File: src/rtl/gpio_pattern_seq_pkg.sv
// Shared types and default sizing for the GPIO pattern sequencer.
package gpio_pattern_seq_pkg;

  localparam int unsigned DefDepth  = 8;
  localparam int unsigned DefTimerW = 16;
  localparam int unsigned MaxTimerW = 32;
  localparam int unsigned PassCntW  = 16;

  typedef enum logic [1:0] {
    IDLE,
    ISSUE,
    HOLD
  } state_e;

  // hold is sized for the widest supported TimerW; narrower builds zero-extend.
  typedef struct packed {
    logic [31:0]          mask;
    logic [31:0]          data;
    logic [MaxTimerW-1:0] hold;
  } entry_t;

endpackage

File: src/rtl/gpio_pattern_seq_tbl.sv
// Pattern table: flop array with one write port and one combinational read port.
module gpio_pattern_seq_tbl
  import gpio_pattern_seq_pkg::*;
#(
  parameter int unsigned Depth = DefDepth
) (
  input  logic                     clk_i,
  input  logic                     rst_ni,
  input  logic                     we,
  input  logic [$clog2(Depth)-1:0] waddr,
  input  entry_t                   wentry,
  input  logic [$clog2(Depth)-1:0] raddr,
  output entry_t                   rentry
);

  entry_t mem [Depth];

  // NOTE: the array is flop-based, so it can be reset; a RAM macro could not be.
  always_ff @(posedge clk_i or negedge rst_ni) begin
    if (!rst_ni) begin
      for (int i = 0; i < Depth; i++) mem[i] <= '0;
    end else if (we) begin
      mem[waddr] <= wentry;
    end
  end

  assign rentry = mem[raddr];

endmodule

File: src/rtl/gpio_pattern_seq.sv
// Plays a table of masked GPIO writes with per-entry hold times.
// Optional pass counter: define GPIO_PATTERN_SEQ_PASS_CNT_EN to build it.
module gpio_pattern_seq
  import gpio_pattern_seq_pkg::*;
#(
  parameter int unsigned Depth  = DefDepth,
  parameter int unsigned TimerW = DefTimerW
) (
  input  logic                     clk_i,
  input  logic                     rst_ni,
  input  logic                     cfg_we_i,
  input  logic [$clog2(Depth)-1:0] cfg_addr_i,
  input  logic [31:0]              cfg_mask_i,
  input  logic [31:0]              cfg_data_i,
  input  logic [TimerW-1:0]        cfg_hold_i,
  input  logic                     start_i,
  input  logic                     stop_i,
  input  logic                     loop_i,
  input  logic [$clog2(Depth):0]   len_i,
  output logic                     wr_valid_o,
  output logic [31:0]              wr_mask_o,
  output logic [31:0]              wr_data_o,
  input  logic                     wr_ready_i,
  output logic                     busy_o,
  output logic                     done_o,
  output logic [$clog2(Depth)-1:0] idx_o,
  output logic [PassCntW-1:0]      pass_cnt_o
);

  localparam int unsigned AW = $clog2(Depth);
  localparam logic [AW:0] DepthLen = (AW+1)'(Depth);

  state_e            state;
  logic [AW-1:0]     idx;
  logic [AW-1:0]     len_last;
  logic              loop_q;
  logic [TimerW-1:0] timer;
  logic [AW:0]       len_clamped;
  logic [AW:0]       len_m1;
  logic              tbl_we;
  logic              last;
  logic              advance;
  entry_t            wr_entry;
  entry_t            rd_entry;
  logic              unused_hold;

  assign tbl_we  = cfg_we_i && (state == IDLE);
  assign wr_entry = '{mask: cfg_mask_i, data: cfg_data_i, hold: MaxTimerW'(cfg_hold_i)};

  gpio_pattern_seq_tbl #(
    .Depth(Depth)
  ) u_tbl (
    .clk_i (clk_i),
    .rst_ni(rst_ni),
    .we    (tbl_we),
    .waddr (cfg_addr_i),
    .wentry(wr_entry),
    .raddr (idx),
    .rentry(rd_entry)
  );

  assign unused_hold = ^rd_entry.hold;

  assign len_clamped = (len_i > DepthLen) ? DepthLen : len_i;
  assign len_m1      = len_clamped - (AW+1)'(1);
  assign last        = (idx == len_last);
  assign advance     = (state == HOLD) && (timer == '0);

  always_ff @(posedge clk_i or negedge rst_ni) begin
    if (!rst_ni) begin
      state      <= IDLE;
      idx        <= '0;
      len_last   <= '0;
      loop_q     <= 1'b0;
      timer      <= '0;
      wr_valid_o <= 1'b0;
      done_o     <= 1'b0;
    end else begin
      done_o <= 1'b0;
      if (stop_i) begin
        state      <= IDLE;
        wr_valid_o <= 1'b0;
      end else begin
        case (state)
          IDLE: begin
            if (start_i) begin
              if (len_clamped == '0) begin
                done_o <= 1'b1;
              end else begin
                len_last   <= len_m1[AW-1:0];
                loop_q     <= loop_i;
                idx        <= '0;
                wr_valid_o <= 1'b1;
                state      <= ISSUE;
              end
            end
          end
          ISSUE: begin
            if (wr_ready_i) begin
              timer      <= rd_entry.hold[TimerW-1:0];
              wr_valid_o <= 1'b0;
              state      <= HOLD;
            end
          end
          HOLD: begin
            if (timer != '0) begin
              timer <= timer - TimerW'(1);
            end else if (!last) begin
              idx        <= idx + AW'(1);
              wr_valid_o <= 1'b1;
              state      <= ISSUE;
            end else if (loop_q) begin
              idx        <= '0;
              wr_valid_o <= 1'b1;
              state      <= ISSUE;
            end else begin
              done_o <= 1'b1;
              state  <= IDLE;
            end
          end
          default: state <= IDLE;
        endcase
      end
    end
  end

  // The table cannot change while busy, so gating the live read is stable.
  assign wr_mask_o = wr_valid_o ? rd_entry.mask : '0;
  assign wr_data_o = wr_valid_o ? rd_entry.data : '0;
  assign busy_o    = (state != IDLE);
  assign idx_o     = idx;

`ifdef GPIO_PATTERN_SEQ_PASS_CNT_EN
  logic [PassCntW-1:0] pass_cnt;

  always_ff @(posedge clk_i or negedge rst_ni) begin
    if (!rst_ni) begin
      pass_cnt <= '0;
    end else if (!stop_i) begin
      if (state == IDLE && start_i) begin
        pass_cnt <= '0;
      end else if (advance && last && (pass_cnt != '1)) begin
        pass_cnt <= pass_cnt + PassCntW'(1);
      end
    end
  end

  assign pass_cnt_o = pass_cnt;
`else
  logic unused_advance;
  assign unused_advance = advance;
  assign pass_cnt_o     = '0;
`endif

endmodule

File: config.mk
export PLATFORM = sky130hd
export DESIGN_NAME = gpio_pattern_seq
export DESIGN_NICKNAME = d
export VERILOG_FILES = /design/src/rtl/gpio_pattern_seq_pkg.sv /design/src/rtl/gpio_pattern_seq_tbl.sv /design/src/rtl/gpio_pattern_seq.sv
export SDC_FILE = /design/constraint.sdc
export NUM_CORES = 1
export LEC_CHECK = 0
export ABC_AREA = 0
export CAP_MARGIN = 0
export CORE_ASPECT_RATIO = 1.2
export CORE_MARGIN = 10
export CORE_UTILIZATION = 25
export CTS_BUF_LIST = sky130_fd_sc_hd__clkbuf_4 sky130_fd_sc_hd__clkbuf_8
export CTS_CLUSTER_DIAMETER = 40
export CTS_CLUSTER_SIZE = 8
export DETAILED_ROUTE_END_ITERATION = 10
export PLACE_DENSITY = 0.45
export SYNTH_ARGS = -nofsm -noshare
export SYNTH_HDL_FRONTEND = slang
export SYNTH_SLANG_ARGS = --single-unit
File: constraint.sdc
create_clock -name clk_i -period 3.7 [get_ports clk_i]
set_input_delay 0.37 -clock clk_i [delete_from_list [all_inputs] [get_ports clk_i]]
set_output_delay 0.37 -clock clk_i [all_outputs]
set_load 0.02 [all_outputs]
==> results <==
- The DRC violation total after the first TritonRoute iteration is between 800 and 900.
- The Yosys warning count is 0.
- The number of buffers on the longest clock path is 3.
- After detailed routing, the number of vias per cell comes to 4.56.
- Of the synthesized area, sequential elements account for 54.4%.
- The via count of the routed design is 17740.
- The floorplan step defined a die boundary enclosing 137000 um2.
- The initial antenna violation count came to 12.
- The number of top-level pins is 180.
- The path class of the tightest hold or removal check is input port to flop.
- With fillers left out, the area of the finished cells amounts to 37300 um2.
- The leakage power total is 15.0 nW.
- Yosys instantiated no cell more often than sky130_fd_sc_hd__dfrtp_1.
- Of all nets on the critical path, the largest fanout is 26.
- Summed over all layers, the global routing overflow is 0.
- The peak supply drop is 0.284 mV.
- Counting the buffers created by CTS gives 117.
- The overall power of the completed layout is between 20 and 25 mW.
- The placer congestion estimate is between 0.7 and 0.8.
- The setup path with the least slack is of type flop to output pin.
- Of all cell types, the one taking the most synthesized area is sky130_fd_sc_hd__dfrtp_1.
- The cell chosen for the clock root is sky130_fd_sc_hd__clkbuf_8.
- On the critical path, the stage with the largest delay is an instance of sky130_fd_sc_hd__clkdlybuf4s50_1.
- Measured against its own limit, the worst slew margin works out to 40.5%.
- By area the synthesized netlist is led by sky130_fd_sc_hd__dfrtp_1 54%, sky130_fd_sc_hd__mux2_2 23%, sky130_fd_sc_hd__mux4_2 11%, sky130_fd_sc_hd__mux2i_1 2.7%, sky130_fd_sc_hd__nor2b_1 1.5%.
- The final max-slew violation count came to 0.
- The number of instances in the placed design is 3675.
- The CTS H-tree depth is 3.
- The number of global-route vias before repair is 20074.
- The floorplan die width is 340 um.
- The data required time of the worst path is 3.33 ns.
- In this run the vertical extent of the chip is 404 um.
- The initialized floorplan defines 140 standard-cell rows.
- After floorplanning, the core was sized to cover 122000 um2.
- The internal power of the cells totals around 17 mW.
- The part of the power in combinational logic is 18.7%.
- The worst setup path is launched from a flop.
- By count the netlist is led by 667 x sky130_fd_sc_hd__dfrtp_1, 635 x sky130_fd_sc_hd__mux2_2, 154 x sky130_fd_sc_hd__mux4_2.
- The count of placed standard cells in the final layout, fillers left out is 3887.
- After filler insertion, the fill cell instance count of the layout stands at between 10000 and 15000.
- Timing would allow up to about 280 MHz.
- The wire length of the first global-routing pass is 130 mm.
- The residual antenna-violating net count after detailed routing is 0.
- The post-route minimum period is 3.58 ns.
- The effective utilization at floorplan is 25.2%.
- Setup repair after global routing could not meet its margin everywhere.
- The number of hold violations in the final report came to 0.
- In the final design database the tool counted about 2300 nets.
- The flow ran to the end, and the final reports show no timing, DRC or antenna violations.
- The worst clock skew on the final layout is 0.0354 ns.
- Synthesis instantiated 63 different standard cells from the library.
- The fraction of synthesis flops using an asynchronous set or reset pin is 100%.
- Entering global routing, the biggest net connects 110 pins.
- Detailed placement finished with a half-perimeter wire length of 49.4 mm.
- Averaged over all synthesized cells, the footprint is 15.7 um2.
- The total buffers and inverters traversed by the critical path is 3.
- Before antenna repair, the detailed router went through 4 iterations.
- TritonCTS built the clock tree.
- Global routing consumed, over all layers together, 12.4% of the routing resources.
- The number of design rule violations left after detail routing is 0.
- The share of power burned in the clock network is 34.5%.
- The slew at the pin closest to its max-slew limit is 0.893 ns.
- The final critical-path share of the clock period is 96.8%.
- Walking the worst path, the cells encountered are buf_12, buf_16, mux4_2, mux2i_1, nor2b_1, clkdlybuf4s50_1.
- The clock network latency to the later pin of the worst-skew pair is 0.80 ns.
- The critical path's top delay family is buffers and inverters.
- The number of clock sinks is 667.
- The number of flip-flops and latches in the synthesized netlist is about 670.
- For the worst setup path, the data arrival time is 3.21 ns.
- Net switching is 26.2% of the power.
- The cell count after synthesis is 1947.
- The area growth from synthesis to layout is 21.5%.
- The final routed wirelength across all metal layers is 85.7 mm.
- Setup total negative slack on the finished layout was measured at 0 ns.
- Dividing the detail-routed wire length by the instance count gives 22.1 um.
- In this design, the stage delay of the slowest critical-path cell is between 0.5 and 0.6 ns.
- The setup-violating endpoint count in the final report is 0.
- The most used flip-flop cell after synthesis is sky130_fd_sc_hd__dfrtp_1.
- The clock input transition at the sequential cells of the worst setup and hold paths is ~0.06 ns.
- The share of the synthesized area in the top cell type is around 54%.
- The areal power density over the cells is 601 nW/um2.
- Counting flops with a built-in enable in the synthesized netlist gives 0.
- The number of buffer cells added on primary ports is around 160.
- After detailed placement, the total cell area comes to 34400 um2.
- The share of final-layout standard cells stronger than drive strength 1 is 48.4%.
- Per report_power, the sequential group accounts for a little under half of the total.
- The critical path endpoint category is an output pin.
- The reported net switching power is between 5 and 6 mW.
- The post-synth design cell area is 30700 um2.
- Max-cap violations in this run came to 0.
-- layout by cell type, fill, tap and decap left out, types with 17 or more instances in the layout --
cell type	instances
sky130_fd_sc_hd__mux4_2	154
sky130_fd_sc_hd__a21oi_1	18
sky130_fd_sc_hd__clkdlybuf4s50_1	161
sky130_fd_sc_hd__buf_4	38
sky130_fd_sc_hd__buf_12	27
sky130_fd_sc_hd__clkbuf_8	141
sky130_fd_sc_hd__dfrtp_1	663
sky130_fd_sc_hd__nor2_1	17
sky130_fd_sc_hd__nand2_1	19
sky130_fd_sc_hd__mux2_2	635
sky130_fd_sc_hd__clkbuf_4	21
sky130_fd_sc_hd__nor2b_1	71
sky130_fd_sc_hd__mux2i_1	83
-- metal layers --
layer / vias to the layer above / part of all wire (%) / global-route usage [%]
li1: 7671 / - / -
met1: 9578 / 45 / 15.7
met2: 350 / 48 / 20.6
met3: 129 / 4.7 / 2.82
met4: 12 / 2.4 / 4.21
met5: - / 0.092 / 0
-- power groups by stage --
| stage | clock network (mW) | registers [mW] | logic [mW] |
|---|---|---|---|
| after floorplan | 0 | 10.2 | 3.19 |
| final | 7.73 | 10.5 | 4.18 |
| after detailed placement | 0 | 10.6 | 4.26 |
| after global placement | 0 | 10.4 | 4.10 |
| after CTS | 8.05 | 10.5 | 4.27 |
| after global routing | 8.34 | 10.7 | 4.58 |
-- worst paths after layout --
| kind | from | to | slack, ns | cells past startpoint |
|---|---|---|---|---|
| max | idx_o[0]$_DFFE_PN0P_ | wr_mask_o[21] | 0.12 | 6 |
| min | loop_i | loop_q$_DFFE_PN0P_ | 0.20 | 2 |
| max reg2reg | state[0]$_DFFE_PN0P_ | u_tbl.mem[71]$_DFFE_PN0P_ | 1.03 | 5 |
| min reg2reg | u_tbl.mem[67]$_DFFE_PN0P_ | u_tbl.mem[67]$_DFFE_PN0P_ | 0.49 | 1 |
| max in group asynchronous | rst_ni | u_tbl.mem[273]$_DFFE_PN0P_ | 2.23 | 4 |
| min in group asynchronous | rst_ni | u_tbl.mem[198]$_DFFE_PN0P_ | 0.23 | 2 |
-- cell families after synthesis --
group                      synth area share, %
xor gates and xnor gates                 0.114
adders and majority gates                0.163
buffers and inverters                     2.82
and+or+nand+nor                           3.24
AOI/OAI and AO/OA                         1.58
DFF                                       54.4
muxes                                     37.6
other                                   0.0122
-- registers in the layout, summed over array words and instances (netlist names) --
| name | cells |
|---|---|
| done_o | 1 |
| len_last | 3 |
| u_tbl.mem | 640 |
| loop_q | 1 |
| timer | 16 |
| idx_o | 3 |
| state | 2 |
| wr_valid_o | 1 |
-- worst register-to-register path: stages, from the launching register on --
cell	delay (ns)
sky130_fd_sc_hd__dfrtp_1	0.47
sky130_fd_sc_hd__nor2_2	0.29
sky130_fd_sc_hd__and3_1	0.41
sky130_fd_sc_hd__and3_4	0.60
sky130_fd_sc_hd__buf_4	0.39
sky130_fd_sc_hd__mux2_2	0.37
-- stage by stage --
stage	worst slack [ns]	hold slack [ns]	utilization, %
6_report	0.117	0.199	30.7
5_1_grt	-0.00119	0.147	30.7
4_1_cts	0.0000562	0.0981	30.6
3_5_place_dp	0.563	0.475	28.3
3_3_place_gp	0.574	0.463	28.3
2_1_floorplan	1.41	0.0744	-
-- final cells by class --
cell class,count,area (um2),share of cell area (%)
multi-input combinational,1142,13200,35.5
clock buffer,162,2100,5.63
inverter,6,22.5,0.0604
tap,1633,2040,5.48
antenna,3,7.51,0.0201
clock inverter,38,552,1.48
sequential,667,16700,44.8
timing repair buffer,236,2620,7.03
-- repair_timing --
item	4_1_cts	5_1_grt
resized for setup	4	5
endpoints found under the setup margin	61	7
hold endpoints to repair	73	0
cloned	0	1
hold buffers	1	0
buffers inserted	5	2
(Power assumes the default switching activity.)
